===== src/rtl/gmii_port_router.sv =====
// Per-ingress-port GMII frame steerer: 15-cycle delay line, DA lookup, per-lane gating.
// Optional macro GMII_ROUTER_FILTER_SELF_EN drops frames whose DA is learned only on this port.

module gmii_router_lane (
  input  logic       clk,
  input  logic       rst,
  input  logic       en,
  input  logic [7:0] data,
  input  logic       dv,
  input  logic       err,
  output logic [7:0] out_data,
  output logic       out_dv,
  output logic       out_err
);
  always_ff @(posedge clk or posedge rst) begin
    if (rst) begin
      out_data <= '0;
      out_dv   <= 1'b0;
      out_err  <= 1'b0;
    end else begin
      out_data <= en ? data : 8'h00;
      out_dv   <= en & dv;
      out_err  <= en & err;
    end
  end
endmodule

module gmii_port_router #(
  parameter int THIS_PORT_ROUTING = 0,
  parameter int PORT_NUMBER       = 4,
  parameter int TABLE_DEPTH       = 4
) (
  input  logic                                  clk,
  input  logic                                  rst,
  input  logic [7:0]                            gmii_rxd_in_data,
  input  logic                                  gmii_rxd_in_dv,
  input  logic                                  gmii_rxd_in_err,
  input  logic [PORT_NUMBER*TABLE_DEPTH*48-1:0] src_MAC_table_mac,
  input  logic [PORT_NUMBER*TABLE_DEPTH-1:0]    src_MAC_table_valid,
  output logic [PORT_NUMBER*8-1:0]              gmii_rxd_out_data,
  output logic [PORT_NUMBER-1:0]                gmii_rxd_out_dv,
  output logic [PORT_NUMBER-1:0]                gmii_rxd_out_err
);
  localparam int DLY = 15;
  localparam logic [PORT_NUMBER-1:0] OWN = {{(PORT_NUMBER-1){1'b0}}, 1'b1} << THIS_PORT_ROUTING;

  logic                        discard;
  logic [3:0]                  cnt;
  logic [47:0]                 da;
  logic [PORT_NUMBER-1:0]      mask, mask_nxt, hit, other, pick;
  logic [DLY-1:0][7:0]         dl_data;
  logic [DLY-1:0]              vld_pipe, err_pipe;
  logic                        dv_eff, sof;
  logic [7:0]                  din;
  logic                        ein;

  // After a mid-frame reset, the tail of that frame is swallowed until dv drops.
  assign dv_eff = gmii_rxd_in_dv & ~discard;
  assign din    = discard ? 8'h00 : gmii_rxd_in_data;
  assign ein    = gmii_rxd_in_err & ~discard;

  // Byte 0 sitting at stage DLY-2 marks the decision edge; it exits on the next edge.
  assign sof = vld_pipe[DLY-2] & ~vld_pipe[DLY-1];

  always_comb begin
    hit = '0;
    for (int p = 0; p < PORT_NUMBER; p++)
      for (int e = 0; e < TABLE_DEPTH; e++)
        if (src_MAC_table_valid[p*TABLE_DEPTH+e] &&
            src_MAC_table_mac[(p*TABLE_DEPTH+e)*48 +: 48] == da)
          hit[p] = 1'b1;
    other = hit & ~OWN;
    pick  = '0;
    for (int p = PORT_NUMBER-1; p >= 0; p--)
      if (other[p]) begin
        pick    = '0;
        pick[p] = 1'b1;
      end
    // cnt below 14 at the decision edge means this frame ended before its DA completed.
    if (cnt != 4'd14)       mask_nxt = '0;
    else if (da[40])        mask_nxt = ~OWN;
    else if (|other)        mask_nxt = pick;
`ifdef GMII_ROUTER_FILTER_SELF_EN
    else if (|(hit & OWN))  mask_nxt = '0;
`endif
    else                    mask_nxt = ~OWN;
  end

  always_ff @(posedge clk or posedge rst) begin
    if (rst) begin
      discard  <= 1'b1;
      cnt      <= '0;
      da       <= '0;
      mask     <= '0;
      dl_data  <= '0;
      vld_pipe <= '0;
      err_pipe <= '0;
    end else begin
      discard  <= discard & gmii_rxd_in_dv;
      cnt      <= dv_eff ? ((cnt == 4'd14) ? 4'd14 : cnt + 4'd1) : 4'd0;
      if (dv_eff && cnt >= 4'd8 && cnt <= 4'd13)
        da <= {da[39:0], gmii_rxd_in_data};
      dl_data  <= {dl_data[DLY-2:0], din};
      vld_pipe <= {vld_pipe[DLY-2:0], dv_eff};
      err_pipe <= {err_pipe[DLY-2:0], ein};
      if (sof)
        mask <= mask_nxt;
    end
  end

  for (genvar p = 0; p < PORT_NUMBER; p++) begin : g_lane
    gmii_router_lane u_lane (
      .clk      (clk),
      .rst      (rst),
      .en       (mask[p]),
      .data     (dl_data[DLY-1]),
      .dv       (vld_pipe[DLY-1]),
      .err      (err_pipe[DLY-1]),
      .out_data (gmii_rxd_out_data[p*8 +: 8]),
      .out_dv   (gmii_rxd_out_dv[p]),
      .out_err  (gmii_rxd_out_err[p])
    );
  end
endmodule


===== config.mk =====
export PLATFORM = sky130hd
export DESIGN_NAME = gmii_port_router
export DESIGN_NICKNAME = d
export VERILOG_FILES = /design/src/rtl/gmii_port_router.sv
export SDC_FILE = /design/constraint.sdc
export NUM_CORES = 1
export LEC_CHECK = 0
export CAP_MARGIN = 10
export CORE_AREA = 2 2 330 332
export DETAILED_ROUTE_END_ITERATION = 7
export DIE_AREA = 0 0 332 334
export GPL_TIMING_DRIVEN = 0
export PLACE_DENSITY = 0.37
export SYNTH_ARGS = -nofsm -noshare
export SYNTH_HDL_FRONTEND = slang
export SYNTH_SLANG_ARGS = --single-unit

===== constraint.sdc =====
create_clock -name clk -period 11.25 [get_ports clk]
set_input_delay 2.25 -clock clk [delete_from_list [all_inputs] [get_ports clk]]
set_output_delay 2.25 -clock clk [all_outputs]
set_load 0.05 [all_outputs]

-- Word-level counts from Yosys, hierarchy flattened
Index checks and enable logic that the tools add are counted.
- input bits: 796
- register bits after elaboration: 247
- output and inout port bits: 40
- word-level logic and storage cells: 104
- mux-type cells: 25
- order comparisons: 2
- reductions and logical operators: 15
- bitwise operators: 14
- equality and inequality tests: 14
- add/sub/neg operators: 1
- operators with widths (cell ; count):
    48-bit == test ; 12
    8-bit 2-to-1 mux ; 5
    4-bit 2-to-1 mux ; 8
    1-bit logical AND ; 14
    1-bit bitwise AND ; 12
    1-bit 2-to-1 mux ; 12
    4-bit by 1-bit adder with 4-bit output (second input constant) ; 1
    4-bit == test (second input constant) ; 1
    4-bit greater-or-equal comparator (second input constant) ; 1
    4-bit <= comparator (second input constant) ; 1
    4-bit != test (second input constant) ; 1
    3-bit OR reduction ; 1
    1-bit NOT ; 2

-- Depth between registers and ports, before layout
- depth after elaboration: 12
- mapped depth: 10
- mapped depth without buffers: 8

-- Hierarchy
Synthesis repeated with hierarchy kept, for this count alone.
- cell total of the unflattened synthesis: 1295
- area total of the unflattened synthesis: 14311.2 um^2
- by module, submodules not included (module ; area each (um^2) ; instances ; seq. area each (um^2) ; cells an instance):
    gmii_port_router ; 13045.0 ; 1 ; 5156.2 ; 1211
    gmii_router_lane ; 316.6 ; 4 ; 250.2 ; 21

-- Least setup slack after synthesis
OpenSTA, ideal clock, no wires.
- kind: input-to-reg
- from: in src_MAC_table_mac[427]
- to: reg mask[2]
- stages on the path: 8
- data arrival time: 3758 ps
- setup time: 92 ps
- required time: 11158 ps
- slack: 7400 ps
- path buffers: 0
- path through: xor2_1 nor4_1 nand4_1 or4_1 o2111ai_2 o21bai_2 a21oi_2 o31ai_2
- word-level cells in the longest chain between the ends: 11
- elaborated cells on any way between the ends: 12
- those cells by class: eq/ne: 1; mux: 9; reduce/logical: 2
- RTL lines (what ; RTL line ; text):
    start: declaration ; 38 ; input logic [PORT_NUMBER*TABLE_DEPTH*48-1:0] src_MAC_table_mac,
    48-bit == test * ; 70 ; src_MAC_table_mac[(p*TABLE_DEPTH+e)*48 +: 48] == da)
    1-bit logical AND * ; 69 ; if (src_MAC_table_valid[p*TABLE_DEPTH+e] &&
    1-bit 2-to-1 mux * (4 in a row) ; 69 ;
    4-bit 2-to-1 mux (2 in a row) ; 75 ; if (other[p]) begin
    4-bit 2-to-1 mux * ; 82 ; else if (|other) mask_nxt = pick;
    4-bit 2-to-1 mux * ; 81 ; else if (da[40]) mask_nxt = ~OWN;
    4-bit 2-to-1 mux * ; 80 ; if (cnt != 4'd14) mask_nxt = '0;
    end signal: assignment ; 107 ; mask <= mask_nxt;
    end: declaration ; 50 ; logic [PORT_NUMBER-1:0] mask, mask_nxt, hit, other, pick;
Every way passes the cells marked *; elsewhere a longest branch is shown, timed or not.
A chain may end at the register's enable or synchronous reset.

-- Worst setup path in the final report
- from: in src_MAC_table_mac[758]
- to: reg mask[1]
- word-level cells in the longest chain between the ends: 7
- RTL lines (what ; RTL line):
    48-bit == test ; 70
    1-bit logical AND ; 69
    1-bit 2-to-1 mux ; 69
    3-bit OR reduction ; 82
    4-bit 2-to-1 mux ; 82
    4-bit 2-to-1 mux ; 81
    4-bit 2-to-1 mux ; 80
Every way passes these cells.

==> impl_metrics.toml <==
[outcome]
status = "complete, no violations"

[power]
power.density_nw_per_um2 = 105.6
ir_worst_vdd_mv = 0.09901
power_leakage_nw = 8.662

[worst_hold_path]
whs_endpoint = "vld_pipe[2]"
hold_path.class = "reg2reg"
hold_path_depth = 0
worstHoldStart = "vld_pipe[1]"

[yosys]
synth.mux.area_fraction_pct = 2.582
synth_ff_type = "dfrtp_1"
synth_compound_area_share_pct = 4.375
syn_area_um2 = 13960
synth_warnings = 0
ys_async_sr_fraction_pct = 100.0
synth_seq_cells = 236
synth_area_leaders = "dfrtp_1 42%, xnor2_1 24%, xor2_1 9.5%"
yosys.area_share.simple_pct = 11.89
synth-edff-count = 0
ys_seq_area_share_pct = 42.32
synth-xor-area-share_pct = 33.07
yosys.area_share.adder_pct = 0.3586
syn-instance-count = 1310
yosys.area.top_type = "dfrtp_1"
avgSynthCellArea_um2 = 10.65
yosys.area.top_type_share_pct = 42.13
synth_top_family_by_area = "XOR/XNOR gates"
synth.distinct_cells = 53

[placed_design]
dpl.cell_count = 3371
postPlaceCellArea_um2 = 22210
place_hpwl_um = 89380
port_buffers = 629
routabilityCongestion = 0.9147

[clock_network]
cts_tree = "yes"
cts_htree_levels = 1
insertion_delay_ns = 0.56
clk_transition_reported_paths_ns = 0.06
clockRootBuffer = "clkbuf_16"
cts_sinks = 236
hold_buffers = 0
numCtsBuffers = 26
cts_resized = 0
ctsLongestPathBuffers = 3
cts_setup_buffers = 0

[sta]
rsz0062_at_grt = "false"
fmax_mhz = 179.9
fin_worst_skew_ns = 0.03336
maxSlewViolCount = 0
setup_viol = 0
fin_tns_setup_ns = 0
period_share_pct = 49.41
tightest_slew_ns = 1.169
timing_hold_violations_final = 0
period_minus_slack_ns = 5.558
slew_headroom_pct = 21.36

[floorplan]
dieArea_um2 = 110900
initial_core_util_pct = 12.95
core_um2 = 107800
fp.dieW_um = 332
ios = 836
rows = 121
fp.dieH_um = 334

[layout]
design_area_um2 = 23160
final_common_cell = "clkdlybuf4s50_1"
final_net_count = 2785
most-common-layout-cells = "629 x clkdlybuf4s50_1, 375 x xnor2_1, 235 x dfrtp_1"
area_growth_pct = 65.96
drive_gt1_share_pct = 9.526
fin_cells = 3429

[global_route]
grt_use_total_pct = 19.17
grt_max_degree = 123
grt_first_pass_wirelength_um = 140100
antenna_found_initial = 43
grt_pass1_vias = 13967
grt_overflow = 0

[routing]
dr_total_vias = 12934
dr.pass1.iters = 6
final_antenna_net_count = 0
drt_iter0_drc = 712
routedWlPerCell_um = 31.83
remaining_drc_errors = 0
drt_wl_total_um = 109100
vias_per_cell = 3.772

[critical_path]
startpoint_type = "primary input"
slowest_delay_ns = 1.02
r2r_start = "da[34]"
cp_max_fo = 2
r2r_slack_ns = 5.95
crit_chain = "clkdlybuf4s50_1 > xor2_1 > nor4_1 > nand4_1 > o41ai_2 > o311ai_1 > a22o_1"
r2r_cells = 8
crit_family = "simple AND/OR/NAND/NOR gates"
cp.arrival_ns = 5.98
required_ns = 11.67
cp-end-kind = "flop"
setup.worst_path.class = "in2reg"
r2r-end = "mask[1]"
cp_slowest_cell = "o41ai_2"
path_buf_inv = 1

[job]
max_cap_viol_count = 0
[flip-flops by register name, indices dropped and copies added (netlist names)]
name / count
g_lane.u_lane.out_data: 24
da: 48
err_pipe: 15
g_lane.u_lane.out_err: 3
dl_data: 120
discard: 1
cnt: 4
mask: 3
g_lane.u_lane.out_dv: 3
vld_pipe: 15
[through the flow]
stage | hold WS, ns | util, % | total power [mW] | setup slack (ns)
6_report | 0.3239 | 21.49 | 2.447 | 5.692
5_1_grt | 0.3449 | 21.47 | 2.557 | 5.553
4_1_cts | 0.3264 | 21.47 | 2.495 | 5.409
3_5_place_dp | 0.3347 | 20.60 | 1.558 | 4.855
3_3_place_gp | 0.3312 | 20.46 | 1.551 | -0.6693
2_1_floorplan | 0.3312 | - | 1.149 | 2.527
[synthesized netlist by cell type (12+ instances only)]
cell,instances
dfrtp_1,235
buf_4,20
xor2_1,152
and2_1,32
nand2b_1,14
clkbuf_1,24
nand2_1,29
o21ai_0,25
mux2_2,32
buf_2,60
nor4_1,59
nand4_1,97
nand3_1,12
nor2b_1,15
inv_1,35
xnor2_1,375
[cell type report]
class	instances	area (µm²)
Antenna cell	10	25.02
Buffer	110	608.1
Clock buffer	38	755.7
Clock inverter	10	177.7
Fill cell	11849	84630
Inverter	38	150.1
Multi-Input combinational cell	935	7388
Sequential cell	236	5907
Tap cell	1414	1769
Timing Repair Buffer	638	6382
[layer usage]
| layer | vias up | wire (µm) | track usage, % |
|---|---|---|---|
| li1 | 5735 | - | - |
| met1 | 6415 | 48290 | 25.08 |
| met2 | 653 | 50650 | 32.23 |
| met3 | 105 | 8079 | 4.911 |
| met4 | 26 | 1948 | 2.882 |
| met5 | - | 164 | 0 |
[report_power, final]
group / switching [mW] / total, mW / internal (mW)
Clock: 0.358 / 0.919 / 0.561
Sequential: 0.0135 / 0.898 / 0.884
Combinational: 0.312 / 0.630 / 0.318
[logic make-up (layout without fill, tap and decap cells)]
logic type	after synthesis	after routing
multiplexers	32	32
XOR/XNOR	527	527
AND/OR/NAND/NOR	280	280
buffers and inverters	148	834
AO/OA/AOI/OAI	82	82
other	1	20
flip-flops	236	236
adder cells (fa/ha/maj)	4	4
[how the worst max path moves through the flow]
stage / from / to / slack, ns / cells after the start
2_1_floorplan: rst / cnt[0] / 2.53 / 1
3_3_place_gp: rst / da[24] / -0.67 / 2
3_5_place_dp: src_MAC_table_mac[758] / mask[1] / 4.85 / 7
4_1_cts: src_MAC_table_mac[758] / mask[1] / 5.41 / 7
5_1_grt: src_MAC_table_mac[758] / mask[1] / 5.55 / 7
6_report: src_MAC_table_mac[758] / mask[1] / 5.69 / 7
Power figures use the tool's default switching activity.
